File: config.mk
export PLATFORM = sky130hd
export DESIGN_NAME = multicycle_ctrl
export DESIGN_NICKNAME = d
export VERILOG_FILES = /design/src/rtl/multicycle_ctrl.sv
export SDC_FILE = /design/constraint.sdc
export NUM_CORES = 1
export LEC_CHECK = 0
export CAP_MARGIN = 30
export CORE_ASPECT_RATIO = 0.7
export CORE_MARGIN = 10
export CORE_UTILIZATION = 25
export CTS_BUF_LIST = sky130_fd_sc_hd__clkbuf_16
export CTS_CLUSTER_SIZE = 12
export DETAILED_ROUTE_END_ITERATION = 10
export HOLD_SLACK_MARGIN = 0.15
export MAX_ROUTING_LAYER = met4
export PLACE_DENSITY = 0.5
export SYNTH_ARGS = -nofsm -noshare
export SYNTH_HDL_FRONTEND = slang
export SYNTH_SLANG_ARGS = --single-unit
File: constraint.sdc
create_clock -name clk -period 2.25 [get_ports clk]
set_input_delay 0.45 -clock clk [delete_from_list [all_inputs] [get_ports clk]]
set_output_delay 0.45 -clock clk [all_outputs]
set_load 0.01 [all_outputs]
File: src/rtl/multicycle_ctrl.sv
// Main control FSM for the multicycle RV64I core: fetch/decode/exec/mem/write-back sequencing.
// Optional performance counters are enabled by defining MULTICYCLE_CTRL_PERF_EN.
module multicycle_ctrl #(
  parameter logic [63:0] RESET_PC    = 64'h0,
  parameter int unsigned MEM_TIMEOUT = 255
) (
  input  logic        clk,
  input  logic        rst,
  input  logic [6:0]  mem_rdata_op,
  input  logic        mem_ready,
  input  logic        br_taken,
  output logic [63:0] pc_init,
  output logic [2:0]  imm_sel,
  output logic        mem_req,
  output logic        mem_we,
  output logic        mem_addr_sel,
  output logic        ir_we,
  output logic        pc_we,
  output logic [1:0]  pc_src,
  output logic        alu_a_sel,
  output logic        alu_b_sel,
  output logic        reg_we,
  output logic [1:0]  wb_sel,
  output logic        illegal
`ifdef MULTICYCLE_CTRL_PERF_EN
  ,
  output logic [63:0] perf_cycles,
  output logic [63:0] perf_instret
`endif
);

  typedef enum logic [2:0] {
    FETCH  = 3'd0,
    DECODE = 3'd1,
    EXEC   = 3'd2,
    MEM    = 3'd3,
    WB     = 3'd4,
    TRAP   = 3'd5
  } state_t;

  localparam logic [6:0] OPC_LOAD   = 7'h03;
  localparam logic [6:0] OPC_OPIMM  = 7'h13;
  localparam logic [6:0] OPC_AUIPC  = 7'h17;
  localparam logic [6:0] OPC_STORE  = 7'h23;
  localparam logic [6:0] OPC_OP     = 7'h33;
  localparam logic [6:0] OPC_LUI    = 7'h37;
  localparam logic [6:0] OPC_BRANCH = 7'h63;
  localparam logic [6:0] OPC_JALR   = 7'h67;
  localparam logic [6:0] OPC_JAL    = 7'h6f;

  localparam logic [2:0] IMM_I  = 3'd0;
  localparam logic [2:0] IMM_S  = 3'd1;
  localparam logic [2:0] IMM_SB = 3'd2;
  localparam logic [2:0] IMM_U  = 3'd3;
  localparam logic [2:0] IMM_UJ = 3'd4;

  // Wait counter is at least 8 bits and widens for larger timeouts.
  localparam int CNT_W = (MEM_TIMEOUT > 255) ? $clog2(MEM_TIMEOUT + 1) : 8;

  state_t             state_q, state_d;
  logic [6:0]         opcode_q;
  logic [CNT_W-1:0]   wait_q, wait_inc;
  logic               illegal_q;

  function automatic logic [2:0] imm_type(input logic [6:0] op);
    case (op)
      OPC_STORE:          imm_type = IMM_S;
      OPC_BRANCH:         imm_type = IMM_SB;
      OPC_LUI, OPC_AUIPC: imm_type = IMM_U;
      OPC_JAL:            imm_type = IMM_UJ;
      default:            imm_type = IMM_I;
    endcase
  endfunction

  function automatic logic known_op(input logic [6:0] op);
    case (op)
      OPC_LOAD, OPC_OPIMM, OPC_AUIPC, OPC_STORE, OPC_OP,
      OPC_LUI, OPC_BRANCH, OPC_JALR, OPC_JAL: known_op = 1'b1;
      default:                                known_op = 1'b0;
    endcase
  endfunction

  assign pc_init  = RESET_PC;
  assign wait_inc = wait_q + CNT_W'(1);

  always_comb begin
    state_d      = state_q;
    imm_sel      = IMM_I;
    mem_req      = 1'b0;
    mem_we       = 1'b0;
    mem_addr_sel = 1'b0;
    ir_we        = 1'b0;
    pc_we        = 1'b0;
    pc_src       = 2'd0;
    alu_a_sel    = 1'b0;
    alu_b_sel    = 1'b0;
    reg_we       = 1'b0;
    wb_sel       = 2'd0;
    illegal      = illegal_q;

    case (state_q)
      FETCH: begin
        mem_req = 1'b1;
        if (mem_ready) begin
          ir_we   = 1'b1;
          state_d = DECODE;
        end
      end
      DECODE: begin
        imm_sel = imm_type(opcode_q);
        state_d = known_op(opcode_q) ? EXEC : TRAP;
      end
      EXEC: begin
        imm_sel = imm_type(opcode_q);
        state_d = WB;
        case (opcode_q)
          OPC_OPIMM, OPC_JALR: alu_b_sel = 1'b1;
          OPC_LOAD, OPC_STORE: begin
            alu_b_sel = 1'b1;
            state_d   = MEM;
          end
          OPC_AUIPC: begin
            alu_a_sel = 1'b1;
            alu_b_sel = 1'b1;
          end
          OPC_BRANCH: begin
            pc_we   = 1'b1;
            pc_src  = {1'b0, br_taken};
            state_d = FETCH;
          end
          OPC_OP, OPC_LUI, OPC_JAL: ;
          default: state_d = TRAP;
        endcase
      end
      MEM: begin
        imm_sel      = imm_type(opcode_q);
        mem_req      = 1'b1;
        mem_addr_sel = 1'b1;
        mem_we       = (opcode_q == OPC_STORE);
        if (mem_ready) begin
          if (opcode_q == OPC_STORE) begin
            pc_we   = 1'b1;
            state_d = FETCH;
          end else begin
            state_d = WB;
          end
        end
      end
      WB: begin
        imm_sel = imm_type(opcode_q);
        reg_we  = 1'b1;
        pc_we   = 1'b1;
        case (opcode_q)
          OPC_LOAD: wb_sel = 2'd1;
          OPC_JAL: begin
            wb_sel = 2'd2;
            pc_src = 2'd1;
          end
          OPC_JALR: begin
            wb_sel = 2'd2;
            pc_src = 2'd2;
          end
          OPC_LUI:  wb_sel = 2'd3;
          default:  wb_sel = 2'd0;
        endcase
        state_d = FETCH;
      end
      default: state_d = TRAP;
    endcase

    // A stalled memory access that exhausts its budget abandons the instruction.
    if ((MEM_TIMEOUT != 0) && mem_req && !mem_ready && (wait_inc == CNT_W'(MEM_TIMEOUT)))
      state_d = TRAP;

    if (rst) begin
      imm_sel      = IMM_I;
      mem_req      = (state_q == FETCH);
      mem_we       = 1'b0;
      mem_addr_sel = 1'b0;
      ir_we        = 1'b0;
      pc_we        = 1'b0;
      pc_src       = 2'd0;
      alu_a_sel    = 1'b0;
      alu_b_sel    = 1'b0;
      reg_we       = 1'b0;
      wb_sel       = 2'd0;
      illegal      = 1'b0;
    end
  end

  always_ff @(posedge clk) begin
    if (rst) begin
      state_q   <= FETCH;
      opcode_q  <= OPC_OPIMM;
      wait_q    <= '0;
      illegal_q <= 1'b0;
    end else begin
      state_q <= state_d;
      if (ir_we)
        opcode_q <= mem_rdata_op;
      if ((state_d != state_q) || mem_ready || !mem_req)
        wait_q <= '0;
      else
        wait_q <= wait_inc;
      if (state_d == TRAP)
        illegal_q <= 1'b1;
    end
  end

`ifdef MULTICYCLE_CTRL_PERF_EN
  always_ff @(posedge clk) begin
    if (rst) begin
      perf_cycles  <= 64'd0;
      perf_instret <= 64'd0;
    end else begin
      if (state_q != TRAP)
        perf_cycles <= perf_cycles + 64'd1;
      if (pc_we)
        perf_instret <= perf_instret + 64'd1;
    end
  end
`endif

endmodule
==> results.json, run 1 <==
{
  "status": "finished, final reports clean",
  "drv_cap": 0,
  "crit_slowest_cell": "or3_2",
  "gp_congestion": 0.8367,
  "cp.required_ps": 1800,
  "wl_um": 4704,
  "max_freq_ghz": 0.4616,
  "ys_async_sr_fraction_pct": 0,
  "grt.overflow.total": 0,
  "ys_types": 55,
  "hp-class": "reg -> reg",
  "post-route-period-util_pct": 96.28,
  "pre_cts_slack_ps": -377.7,
  "die-area_um2": 11210,
  "portBuffers": 26,
  "grt_max_degree": 16,
  "p_leak_nw": 1.007,
  "hold_ws_ps": 533.3,
  "syn_area_per_cell_um2": 7.601,
  "fin_crit_ps": 2166,
  "mostFrequentLayoutCells": "conb_1, buf_4, nand2_1",
  "drive_gt1_share_pct": 24.41,
  "antenna_found_initial": 0,
  "final_nets": 309,
  "synth_seq_cells": 19,
  "p_per_area_nw_per_um2": 630.0,
  "track_usage_pct": 8.061,
  "syn_area_um2": 1832,
  "clock_path_buffers": 2,
  "first_pass_iters": 4,
  "crit_type": "in -> out",
  "clock_skew_ps": 2.916,
  "fin_util_pct": 31.50,
  "die-height_um": 91.62,
  "rsz0062_at_grt": "yes",
  "drt_iter0_markers": 85,
  "clkSinkCount": 19,
  "die_w_um": 122.3,
  "fin_cells": 393,
  "ys_warn_count": 0,
  "synthToLayoutAreaGrowth_pct": 24.18,
  "cts.clk_slew.worst_paths_ps": 50,
  "rr_worst_depth": 6,
  "insertion_delay_ps": 250,
  "hold_end": "opcode_q[1]",
  "ir_drop_mv": 0.2229,
  "crit_family": "buffers and inverters",
  "slew_viol_final": 0,
  "drc": 0,
  "cts_root_buffer": "clkbuf_16",
  "ys.flop_type": "dfxtp_1",
  "first_global_vias": 1441,
  "final-hold-violation-count": 0,
  "n_antenna_cell": 0,
  "power_mw": 1.433,
  "synth-edff-count": 0,
  "arrival_ps": 1720,
  "coreArea_um2": 7222,
  "num-fill-cells": 793,
  "mostFrequentLayoutCell": "conb_1",
  "path_cells": "clkdlybuf4s50_1 -> inv_1 -> or3_2 -> nor2_1 -> buf_2",
  "rows": 26,
  "final_area_um2": 2275,
  "initial_core_util_pct": 25.36,
  "final-setup-viol-count": 0,
  "timing.final.ws_setup_ps": 83.81,
  "crit_buf_inv": 3,
  "r2r-start": "wait_q[0]",
  "min_path_cells": 2,
  "cp-end-kind": "primary output",
  "grt_first_pass_wirelength_um": 7396,
  "r2r_end": "wait_q[2]",
  "placed_area_um2": 2153,
  "place_inst": 386,
  "yosysSeqAreaShare_pct": 20.77,
  "htreeDepth": 1,
  "ant_nets": 0,
  "cts_tree": "done",
  "worstPathMaxFanout": 2,
  "r2r_setup_slack_ps": 430,
  "critical_path.max_stage_delay_ps": 500,
  "drt-vias-per-instance": 3.875,
  "timing.hold.worst.start": "opcode_q[1]",
  "io_pins": 91,
  "cts_buffers": 3,
  "place.detailed.hpwl_um": 3905,
  "vias": 1523,
  "syn_inst": 241,
  "avgRoutedWirePerCell_um": 11.97,
  "cp-start-kind": "input pin",
  "fin_setup_tns_ps": 0
}
metal layers:
| metal | part of all wire [%] | track usage [%] | up-vias |
|---|---|---|---|
| li1 | - | - | 801 |
| met1 | 49 | 10.83 | 665 |
| met2 | 42 | 11.76 | 53 |
| met3 | 8.1 | 1.592 | 4 |
| met4 | 1.0 | 2.642 | 0 |
| met5 | 0 | - | - |
report_power, final:
part / internal, mW / switching (mW) / total [mW]
clock: 0.240 / 0.136 / 0.377
combinational: 0.291 / 0.331 / 0.622
sequential: 0.378 / 0.0560 / 0.434
kinds of logic (layout without fill, tap and decap cells):
family                   Yosys count  after routing  share of synthesized area, %
AO/OA/AOI/OAI                     32             32                         12.43
XOR/XNOR                           7              7                         3.347
adder cells (fa/ha/maj)            2              2                         1.366
buffers and inverters             83             74                         31.42
flip-flops                        19             19                         20.76
multiplexers                       3              3                         1.708
other                              1             64                        0.2047
AND/OR/NAND/NOR                   94             94                         28.76
Yosys cell counts, types with 2 or more instances:
cell type | count | area share [%]
nor2_1 | 18 | 3.7
mux2i_1 | 2 | 1.1
o21ai_0 | 2 | 0.55
nor3_1 | 3 | 0.82
buf_6 | 3 | 1.8
and2_1 | 2 | 0.68
buf_4 | 64 | 26
o21ai_1 | 2 | 0.55
nor3_2 | 7 | 3.8
a31oi_1 | 3 | 1.0
a211oi_1 | 3 | 1.2
ha_1 | 2 | 1.4
or3_1 | 2 | 0.68
xnor2_1 | 5 | 2.4
nand3_1 | 8 | 2.2
nand2b_1 | 3 | 1.0
dfxtp_1 | 19 | 21
clkbuf_1 | 7 | 1.4
xor2_1 | 2 | 0.96
nand2_1 | 27 | 5.5
a21oi_1 | 7 | 1.9
nor4_1 | 3 | 1.0
nand3b_1 | 6 | 2.5
nand4_1 | 3 | 1.0
inv_1 | 8 | 1.6
layout make-up:
type | count | area, µm² | area share (%)
Multi-Input combinational cell | 202 | 1155 | 50.77
Sequential cell | 19 | 382.9 | 16.83
Clock buffer | 3 | 75.07 | 3.300
Inverter | 8 | 30.03 | 1.320
Timing Repair Buffer | 62 | 501.7 | 22.06
Tap cell | 98 | 122.6 | 5.391
Clock inverter | 1 | 7.507 | 0.3300
sequential cells by signal (all words and copies together) (netlist names):
| name | flops |
|---|---|
| wait_q | 8 |
| illegal_q | 1 |
| state_q | 3 |
| opcode_q | 7 |
worst min-delay path: stages, from the launching register on:
cell,delay [ps]
dfxtp_1,340
nand2_1,80
nand3b_1,60
how the worst max path moves through the flow:
stage	cells past startpoint	startpoint	end	slack (ps)
2_1_floorplan	5	opcode_q[3]	pc_we	330
3_3_place_gp	5	mem_ready	ir_we	-360
3_5_place_dp	6	rst	alu_a_sel	-380
4_1_cts	6	rst	alu_a_sel	-60
5_1_grt	6	opcode_q[3]	pc_we	-20
6_report	5	mem_ready	ir_we	80
repair_timing:
action / in CTS / in global routing
resized for setup: 45 / 7
buffers inserted: 3 / 0
hold buffers: 0 / 0
endpoints found under the setup margin: 16 / 9
pin swaps: 2 / 1
No activity file was read; power rests on OpenSTA's default activity.
==> run 2: changes to the inputs <==
CORE_UTILIZATION = 40   (was 25)
PLACE_DENSITY = 0.76   (was 0.5)
SLEW_MARGIN = 15   (was not set)
==> run 2 against run 1 <==
Die area down 31%; combinational power down 5.1%; sequential cell count unchanged; final area down 5.0%; clock-buffer cell count unchanged; register-to-register slack about the same; routed wire length up 0.32%; first-iteration DRC count up 5.9%; critical path depth unchanged; critical path type is now reg -> out; highest routed layer unchanged.
==> results.json, run 2 (same netlist as run 1, synthesis figures left out) <==
{
  "worstPathMaxFanout": 5,
  "place.detailed.hpwl_um": 3719,
  "htreeDepth": 1,
  "antenna_found_initial": 0,
  "path_cells": "nor2_2 -> nand3b_1 -> buf_4 -> inv_1 -> clkdlybuf4s50_1",
  "max_freq_ghz": 0.4585,
  "final_area_um2": 2162,
  "grt_max_degree": 16,
  "ir_drop_mv": 0.3134,
  "fin_setup_tns_ps": 0,
  "portBuffers": 26,
  "regMostFlops": "wait_q",
  "critical_path.max_stage_delay_ps": 530,
  "fin_util_pct": 49.37,
  "final_nets": 301,
  "crit_slowest_cell": "clkdlybuf4s50_1",
  "wl_um": 4719,
  "hp-class": "reg -> reg",
  "drt-vias-per-instance": 4.626,
  "mostFrequentLayoutCells": "conb_1, buf_4, nand2_1",
  "cts_tree": "done",
  "synthToLayoutAreaGrowth_pct": 18.03,
  "vias": 1582,
  "grt_first_pass_wirelength_um": 7500,
  "cts_buffers": 3,
  "avgRoutedWirePerCell_um": 13.80,
  "cts.clk_slew.worst_paths_ps": 60,
  "first_pass_iters": 4,
  "clock_skew_ps": 2.958,
  "insertion_delay_ps": 250,
  "largest_reg_flops": 8,
  "arrival_ps": 1730,
  "cp.required_ps": 1800,
  "drt_iter0_markers": 90,
  "mostFrequentLayoutCell": "conb_1",
  "die_w_um": 100.9,
  "p_leak_nw": 0.9857,
  "cp-start-kind": "flip-flop",
  "clkSinkCount": 19,
  "fin_cells": 342,
  "initial_core_util_pct": 41.83,
  "status": "finished, final reports clean",
  "fin_crit_ps": 2181,
  "track_usage_pct": 11.49,
  "n_antenna_cell": 0,
  "final-setup-viol-count": 0,
  "crit_family": "buffers and inverters",
  "slew_viol_final": 0,
  "crit_buf_inv": 3,
  "first_global_vias": 1509,
  "ant_nets": 0,
  "crit_type": "reg -> out",
  "io_pins": 91,
  "cp-end-kind": "primary output",
  "rows": 20,
  "die-height_um": 76.62,
  "r2r_setup_slack_ps": 430,
  "clock_path_buffers": 2,
  "drv_cap": 0,
  "die-area_um2": 7729,
  "drive_gt1_share_pct": 20.56,
  "top_regs": "wait_q: 8 flops, opcode_q: 7 flops, state_q: 3 flops",
  "drc": 0,
  "final-hold-violation-count": 0,
  "gp_congestion": 0.9001,
  "cts_root_buffer": "clkbuf_16",
  "placed_area_um2": 2039,
  "p_per_area_nw_per_um2": 643.7,
  "grt.overflow.total": 0,
  "coreArea_um2": 4379,
  "post-route-period-util_pct": 96.93,
  "ctsHoldBuffers": 0,
  "place_inst": 335
}
==> run 2: changes by cell type in the layout (fill, tap and decap cells not counted), moves of 2 or more <==
cell,previous run,this run
buf_4,35,28
clkdlybuf4s15_2,3,1
clkdlybuf4s50_1,9,12
buf_2,4,2
==> run 2: power breakdown <==
| group | internal, mW | leakage [nW] | switching (mW) | total (mW) |
|---|---|---|---|---|
| Sequential | 0.379 | 0.155 | 0.0560 | 0.435 |
| Combinational | 0.264 | 0.788 | 0.325 | 0.590 |
| Clock | 0.237 | 0.0423 | 0.130 | 0.367 |
==> run 2: area by class of cell <==
class                      count  area, µm²
timing repair buffer          54      452.9
sequential                    19      384.1
clock buffer                   3      75.07
inverter                       8      30.03
fill                         408       2217
multi-input combinational    202       1147
tap                           55      68.82
clock inverter                 1      3.754
==> run 2: path summary, 6_finish.rpt <==
path,from,to,cells after the start
worst max-delay path,state_q[0],reg_we,5
worst min-delay path,opcode_q[6],opcode_q[6],2
worst max register to register,wait_q[0],wait_q[7],7
worst min register to register,opcode_q[6],opcode_q[6],2
==> run 2: layer usage <==
| layer | global-route usage, % | up-vias | part of all wire [%] |
|---|---|---|---|
| met1 | 14.79 | 716 | 44 |
| met3 | 2.808 | 5 | 10 |
| li1 | - | 784 | - |
| met4 | 2.958 | 0 | 0.93 |
| met2 | 17.39 | 77 | 45 |
| met5 | - | - | 0 |
==> run 2: metrics by stage <==
stage | power, mW | worst slack (ps) | hold WS (ps)
global placement | 0.9712 | -377.1 | 473.5
detailed placement | 0.9813 | -369.0 | 480.4
CTS | 1.370 | 1.247 | 501.7
global route | 1.475 | -10.42 | 522.0
floorplan | 0.8612 | 330.3 | 459.5
finish | 1.392 | 69.13 | 507.7
==> run 2: worst register-to-register path, cell delays in order, from the launching register on <==
cell,delay [ps]
dfxtp_1,440
ha_1,320
nand2_1,100
o31ai_1,250
a32o_1,200
a41o_1,190
buf_4,160
nor3_2,50
==> run 2: timing repair <==
item | 4_1_cts | 5_1_grt
pin swaps | 2 | 0
endpoints found under the setup margin | 16 | 9
buffers inserted | 2 | 1
resized for setup | 25 | 12
==> run 3: changes to the inputs <==
SLEW_MARGIN = 10   (was 15)
==> results of run 3 <==
Same layout as run 2: the final DEF is identical, and so are final timing and power.
